--- src/rtl/reg_file_pkg.sv ---
// Shared CPU datapath package: register-file geometry and the word/address
// types used by the datapath blocks.
package reg_file_pkg;

   localparam int DATA_W   = 16;
   localparam int REG_AW   = 4;
   localparam int NUM_REGS = 16;

   typedef logic [DATA_W-1:0] word_t;
   typedef logic [REG_AW-1:0] regaddr_t;

endpackage : reg_file_pkg

--- src/rtl/reg_file.sv ---
// General-purpose register file: NREGS x WIDTH flip-flops, two combinational
// read ports (ALU operands A and B), one synchronous write port.
// Every register, r0 included, is ordinary storage; nothing is hardwired.
// There is no write-to-read bypass: a read of the register being written
// shows the old value until the clock edge, then the new one.
module reg_file
   import reg_file_pkg::*;
#(
   parameter int WIDTH = DATA_W,
   parameter int NREGS = NUM_REGS,
   parameter int AW    = REG_AW
) (
   input  logic             clk,
   input  logic             rst_n,
   input  logic             regwrite,
   input  logic [AW-1:0]    wa,
   input  logic [WIDTH-1:0] wd,
   input  logic [AW-1:0]    ra1,
   input  logic [AW-1:0]    ra2,
   output logic [WIDTH-1:0] rd1,
   output logic [WIDTH-1:0] rd2
);

   // The address must cover every register exactly, so no range check is
   // needed on any port.
   if (NREGS != (2 ** AW)) begin : g_bad_geometry
      $error("reg_file: NREGS must equal 2**AW");
   end

   logic [WIDTH-1:0] mem_q [NREGS];
   logic [WIDTH-1:0] mem_d [NREGS];

   // Next-state: hold every register, then replace the one addressed by wa
   // when the write is enabled (exactly one register per cycle).
   always_comb begin
      mem_d = mem_q;
      if (regwrite) begin
         mem_d[wa] = wd;
      end
   end

   // Storage: asynchronous clear of the whole array, otherwise load next-state.
   always_ff @(posedge clk or negedge rst_n) begin
      if (!rst_n) begin
         mem_q <= '{default: '0};
      end else begin
         mem_q <= mem_d;
      end
   end

   // Read ports are plain muxes on the register outputs: zero cycle latency.
   assign rd1 = mem_q[ra1];
   assign rd2 = mem_q[ra2];

endmodule : reg_file

--- config.mk ---
export PLATFORM = sky130hd
export DESIGN_NAME = reg_file
export DESIGN_NICKNAME = d
export VERILOG_FILES = /design/src/rtl/reg_file_pkg.sv /design/src/rtl/reg_file.sv
export SDC_FILE = /design/constraint.sdc
export NUM_CORES = 1
export LEC_CHECK = 0
export BUFFER_PORTS_ARGS = -buffer_cell sky130_fd_sc_hd__buf_4
export CAP_MARGIN = 15
export CORE_MARGIN = 10
export CORE_UTILIZATION = 45
export CTS_BUF_LIST = sky130_fd_sc_hd__clkbuf_4
export DETAILED_ROUTE_END_ITERATION = 8
export PLACE_DENSITY = 0.63
export SLEW_MARGIN = 40
export SYNTH_ARGS = -nofsm -noshare
export SYNTH_HDL_FRONTEND = slang
export SYNTH_SLANG_ARGS = --single-unit
export TNS_END_PERCENT = 50
--- constraint.sdc ---
create_clock -name clk -period 4.58 [get_ports clk]
set_input_delay 0.458 -clock clk [delete_from_list [all_inputs] [get_ports clk]]
set_output_delay 0.458 -clock clk [all_outputs]
set_load 0.03 [all_outputs]
==> impl_metrics.py, run 1 <==
metrics = {
    "worst_setup_path": {
        "cp.arrival_ps": 2400,
        "reg2reg_from": "mem_q[253]",
        "crit_start": "ra1[0]",
        "startpoint_type": "primary input",
        "critPathKind": "primary input to output port",
        "cp_data_required_time_ps": 4120,
        "critPathMaxFanout": 43,
        "end_kind": "output port",
    },
    "finish": {
        "drive_gt1_share_pct": 61.0,
        "largest_reg_flops": 256,
        "regMostFlops": "mem_q",
        "mostFrequentLayoutCells": "dfrtp_1 (256), mux2_2 (245), mux4_2 (128), clkbuf_4 (91), buf_4 (86)",
        "final_nets": 965,
        "final_cell_area_um2": 15200,
        "synthToLayoutAreaGrowth_pct": 13.1,
        "final_common_cell": "dfrtp_1",
        "reg_top3": "mem_q x256",
    },
    "power": {
        "peakVddDrop_mv": 0.162,
        "p_leak_nw": 6.43,
        "power_density_nw_per_um2": 452,
    },
    "sta": {
        "tns_ps": 0,
        "timing.fmax_ghz": 0.350,
        "hold_viol": 0,
        "whs_ps": 150,
        "finalSetupViolCount": 0,
        "timing.final.crit_share_pct": 62.3,
        "finalClockSkew_ps": 0,
        "max_slew_margin_pct": 46.4,
        "finalWorstSetupSlack_ps": 1730,
        "tightest_slew_ps": 802,
        "min_period_ps": 2850,
        "rsz0062_at_grt": "no",
        "maxSlewViolCount": 0,
    },
    "clock_network": {
        "htree_levels": 3,
        "cts_resized": 0,
        "clockRootBuffer": "clkbuf_4",
        "cts_buffer_depth": 3,
        "cts_made_buffers": 69,
        "clk_latency_ps": 660,
        "clk_pin_slew_ps": 70,
        "cts_tree": "done",
        "cts_sinks": 256,
    },
    "grt": {
        "gr-total-overflow": 0,
        "grt_pass1_wl_um": 57800,
        "antenna_found_initial": 5,
        "grt_pass1_vias": 9040,
        "grt_max_degree": 75,
        "grt_usage_pct": 20.9,
    },
    "logic_synthesis": {
        "synth_top_area_share_pct": 47.6,
        "synthesis.instances": 849,
        "synth_area_um2": 13500,
        "synthTopCellsByArea": "dfrtp_1 (48%), mux4_2 (21%), mux2_2 (20%), a22oi_1 (3.6%), mux2_4 (1.2%)",
        "synth_area_per_cell_um2": 15.9,
        "yosys_warnings": 0,
        "synth_nets": 880,
        "synth-seq-cells": 256,
        "synth_cell_types": 24,
        "synth-seq-area-share_pct": 47.6,
        "synth_top_cell_by_area": "dfrtp_1",
    },
    "floorplan": {
        "die_w_um": 193,
        "die_y_um": 193,
        "io_pins": 63,
        "core_region_area_um2": 29600,
        "rows": 63,
        "initial_core_util_pct": 45.6,
        "die-area_um2": 37300,
    },
    "job": {
        "drv_cap": 0,
    },
    "place": {
        "portBuffers": 62,
        "place_hpwl_um": 21800,
        "place.gp.congestion": 0.770,
        "placed_area_um2": 14400,
        "pre_cts_slack_ps": 1600,
    },
    "routing": {
        "drt-total-wl_um": 37700,
        "firstDrtPassIters": 5,
        "vias_per_cell": 6.13,
        "vias": 8383,
        "wl_per_cell_um": 27.6,
        "drc_errors": 0,
        "antenna_left": 0,
        "first_iter_violations": 630,
    },
    "min_path": {
        "holdCritPathClass": "primary input to register",
        "min_from": "wd[15]",
    },
    "outcome": {
        "status": "finished clean",
    },
}
-- per-layer routing --
| metal | vias up | global-route usage, % | wire, um |
|---|---|---|---|
| met5 | - | 0 | 42 |
| met4 | 6 | 8.70 | 1260 |
| met3 | 83 | 4.62 | 2160 |
| met2 | 239 | 33.8 | 18400 |
| met1 | 4508 | 27.0 | 15800 |
| li1 | 3547 | - | - |
-- cell usage after synthesis, drive strengths merged --
cell type / number
and2: 2
or3: 2
mux2: 256
nand2: 34
nor2b: 4
nand2b: 3
nor2: 8
nand3: 2
dfrtp: 256
nor4: 1
a22oi: 64
nor3: 6
nand3b: 2
buf: 42
clkbuf: 38
mux4: 128
or4: 1
-- kinds of logic after synthesis --
family	after synthesis	synth area share (%)
AOI/OAI and AO/OA	64	3.57
buffers and inverters	80	3.03
DFF	256	47.6
muxes	384	43.1
and+or+nand+nor	65	2.74
-- area by class of cell --
| type | instances | area [um2] |
|---|---|---|
| fillers | 2526 | 14300 |
| repair buffers | 94 | 781 |
| well taps | 390 | 488 |
| multi-input cells | 513 | 6730 |
| clock inverters | 22 | 138 |
| clock buffers | 91 | 683 |
| flip-flops and latches | 256 | 6410 |
| diodes | 1 | 2.50 |
-- worst max-delay path: stages --
cell and delay [ps]:
buf_4 390, buf_12 410, mux4_2 550, a22oi_1 200, nand2_1 140, buf_4 200
-- stage by stage --
stage | std cells | power [W] | util, %
2_1_floorplan | 849 | 0.00442 | -
6_report | 1367 | 0.00689 | 51.5
4_1_cts | 1365 | 0.00696 | 51.5
3_3_place_gp | 1250 | 0.00491 | 48.5
5_1_grt | 1367 | 0.00728 | 51.5
3_5_place_dp | 1251 | 0.00497 | 48.6
-- power by group --
part / total, W / internal [W] / switching [W]
Combinational: 0.00176 / 0.00105 / 0.000708
Sequential: 0.00317 / 0.00279 / 0.000378
Clock: 0.00196 / 0.00103 / 0.000931
Total: 0.00689 / 0.00487 / 0.00202
-- path summary, 6_finish.rpt --
path | to | slack, ps | cells after the start
setup / recovery | rd1[11] | 1730 | 6
hold / removal | mem_q[143] | 150 | 2
setup reg to reg | mem_q[253] | 3790 | 1
hold reg to reg | mem_q[26] | 530 | 1
max in group asynchronous | mem_q[224] | 2970 | 4
min in group asynchronous | mem_q[122] | 260 | 2
-- repair_timing --
item,in CTS,in global routing
endpoints found under the hold margin,37,0
hold buffers,1,0
buffers inserted,0,0
No activity file was read; power rests on OpenSTA's default activity.
==> inputs of run 2 (changes only) <==
--- a/config.mk
+++ b/config.mk
@@ -5,6 +5,7 @@
 export SDC_FILE = /design/constraint.sdc
 export NUM_CORES = 1
 export LEC_CHECK = 0
+export ABC_AREA = 1
 export BUFFER_PORTS_ARGS = -buffer_cell sky130_fd_sc_hd__buf_4
 export CAP_MARGIN = 15
 export CORE_MARGIN = 10
==> constraint.sdc (replaced) <==
create_clock -name clk -period 2.92 [get_ports clk]
set_input_delay 0.292 -clock clk [delete_from_list [all_inputs] [get_ports clk]]
set_output_delay 0.292 -clock clk [all_outputs]
set_load 0.03 [all_outputs]
==> run 2 against run 1 <==
- synthesized area is 11% higher
- critical path type is now register to output port
- largest power group unchanged
- sequential share of layout area is 3.9 points lower
- synthesized cell count grew to 2.6 times the previous value
- highest routed layer unchanged
- clock skew stayed put
==> impl_metrics.py, run 2 <==
metrics = {
    "place": {
        "place.gp.congestion": 0.863,
        "placed_area_um2": 15700,
        "place_hpwl_um": 30400,
        "portBuffers": 62,
    },
    "logic_synthesis": {
        "synthesis.instances": 2236,
        "synthArstFlopShare_pct": 100,
        "synth_area_um2": 14900,
        "synth_cell_types": 17,
        "synth_nets": 2267,
        "synth-seq-cells": 256,
        "synthTopCellsByArea": "dfrtp_1 (43%), nand2_1 (20%), nand3_1 (15%), o21ai_0 (8.2%), inv_1 (7.1%)",
        "synth-edff-count": 0,
        "synth-seq-area-share_pct": 43.0,
        "synth_top_cell_by_area": "dfrtp_1",
        "synth_flop_cell": "dfrtp_1",
        "synth_top_area_share_pct": 43.0,
        "yosys-top-cells-count": "nand2_1 (812), nand3_1 (450), inv_1 (282), dfrtp_1 (256), o21ai_0 (245)",
        "synth_area_per_cell_um2": 6.66,
        "synth_most_common_cell": "nand2_1",
        "yosys_warnings": 0,
    },
    "power": {
        "power_frac_seq_pct": 42.7,
        "p_sw_w": 0.00381,
        "power_density_nw_per_um2": 648,
        "p_leak_nw": 8.80,
        "peakVddDrop_mv": 0.352,
        "internal-power_w": 0.00705,
        "pwr-share-comb_pct": 26.1,
        "p_clk_share_pct": 31.2,
        "swShare_pct": 35.0,
    },
    "routing": {
        "first_iter_violations": 1703,
        "drt-total-wl_um": 52800,
        "firstDrtPassIters": 9,
        "antenna_left": 0,
        "wl_per_cell_um": 19.1,
        "drc_errors": 0,
        "vias_per_cell": 5.42,
        "vias": 15000,
    },
    "sta": {
        "rsz0062_at_grt": "no",
        "maxSlewViolCount": 0,
        "min_period_ps": 2260,
        "tns_ps": 0,
        "finalSetupViolCount": 0,
        "max_slew_margin_pct": 48.0,
        "timing.fmax_ghz": 0.443,
        "tightest_slew_ps": 779,
        "hold_viol": 0,
        "finalClockSkew_ps": 0,
        "timing.final.crit_share_pct": 77.3,
    },
    "worst_setup_path": {
        "critPathKind": "register to output port",
        "end_kind": "output port",
        "startpoint_type": "register",
        "cp.arrival_ps": 1970,
        "critPathMaxFanout": 3,
        "cp_data_required_time_ps": 2630,
        "crit_start": "mem_q[164]",
        "reg2reg_from": "mem_q[110]",
    },
    "floorplan": {
        "die_w_um": 202,
        "core_region_area_um2": 32600,
        "die_y_um": 202,
        "io_pins": 63,
        "initial_core_util_pct": 45.7,
        "rows": 66,
        "die-area_um2": 40800,
    },
    "finish": {
        "mostFrequentLayoutCells": "nand2_1 (812), nand3_1 (450), inv_1 (280), dfrtp_1 (256), o21ai_0 (245)",
        "synthToLayoutAreaGrowth_pct": 12.6,
        "largest_reg_flops": 256,
        "final_core_util_pct": 51.4,
        "final_cell_area_um2": 16800,
        "reg_top3": "mem_q x256",
        "regMostFlops": "mem_q",
        "drive_gt1_share_pct": 10.1,
        "n_fill_cell": 3331,
        "final_common_cell": "nand2_1",
        "final_nets": 2300,
    },
    "grt": {
        "grt_max_degree": 129,
        "grt_pass1_vias": 14200,
        "antenna_found_initial": 3,
        "gr-total-overflow": 0,
        "grt_pass1_wl_um": 82200,
        "grt_usage_pct": 25.7,
    },
    "clock_network": {
        "cts_made_buffers": 74,
        "cts_sinks": 256,
        "cts_tree": "done",
        "clk_pin_slew_ps": 70,
        "cts_resized": 0,
        "cts_buffer_depth": 3,
        "clockRootBuffer": "clkbuf_4",
        "htree_levels": 3,
        "clk_latency_ps": 690,
    },
    "outcome": {
        "status": "finished clean",
    },
    "job": {
        "drv_cap": 0,
    },
    "min_path": {
        "holdCritPathClass": "primary input to async pin",
    },
}
## run 2: critical path, cell delays in order, from the launching register on
cell     delay (ps)
dfrtp_1         370
inv_1           100
nand2_1          80
nand3_1         120
nand3_1          70
nand3_1          90
nand2_1         180
buf_4           230
## run 2: logic make-up (layout without fill, tap and decap cells)
group / after synthesis / after routing / share of synthesized area [%]
flip-flops: 256 / 256 / 43.0
other: 0 / 1 / 0
buffers and inverters: 450 / 535 / 12.1
AO/OA/AOI/OAI: 256 / 256 / 8.60
AND/OR/NAND/NOR: 1274 / 1274 / 36.3
## run 2: power groups by stage
stage / registers [W] / logic [W] / clock network (W)
2_1_floorplan: 0.00461 / 0.00200 / 0
3_3_place_gp: 0.00468 / 0.00272 / 0
3_5_place_dp: 0.00469 / 0.00279 / 0
4_1_cts: 0.00464 / 0.00282 / 0.00347
5_1_grt: 0.00472 / 0.00326 / 0.00366
6_report: 0.00463 / 0.00283 / 0.00339
## run 2: worst paths after layout
path	endpoint	slack (ps)	cells after the start
worst max-delay path	rd1[4]	660	7
worst min-delay path	mem_q[153]	100	2
worst max register to register	mem_q[110]	2190	2
worst min register to register	mem_q[94]	480	2
max in group asynchronous	mem_q[87]	2000	3
min in group clk	mem_q[238]	200	5
## run 2: final cells by class
type | count | area, um2 | share of cell area [%]
tap | 442 | 553 | 3.30
inverter | 284 | 1070 | 6.38
clock inverter | 18 | 97.6 | 0.582
clock buffer | 110 | 826 | 4.92
multi-input combinational | 1530 | 6690 | 39.9
antenna | 1 | 2.50 | 0.0149
sequential | 256 | 6410 | 38.2
timing repair buffer | 123 | 1120 | 6.70
## run 2: repair_timing
action	CTS	global route
setup buffers	0	0
endpoints found under the hold margin	320	0
setup endpoints to repair	0	0
hold buffers	17	0
## run 2: per-layer routing
| layer | part of all wire (%) | vias up | GRT usage [%] |
|---|---|---|---|
| met5 | 0.049 | - | 0 |
| met2 | 43 | 831 | 38.7 |
| met3 | 11 | 146 | 6.51 |
| li1 | - | 7131 | - |
| met4 | 3.2 | 4 | 10.2 |
| met1 | 42 | 6871 | 34.7 |
## run 2: per-stage QoR
| stage | power (W) | hold WS [ps] | cells | setup slack (ps) |
|---|---|---|---|---|
| final | 0.0109 | 99.0 | 2764 | 663 |
| after global routing | 0.0116 | 126 | 2764 | 547 |
| after CTS | 0.0109 | 81.0 | 2763 | 650 |
| after detailed placement | 0.00748 | 250 | 2618 | 741 |
| after global placement | 0.00740 | 246 | 2618 | 776 |
| after floorplan | 0.00661 | -3.59 | 2236 | 1400 |
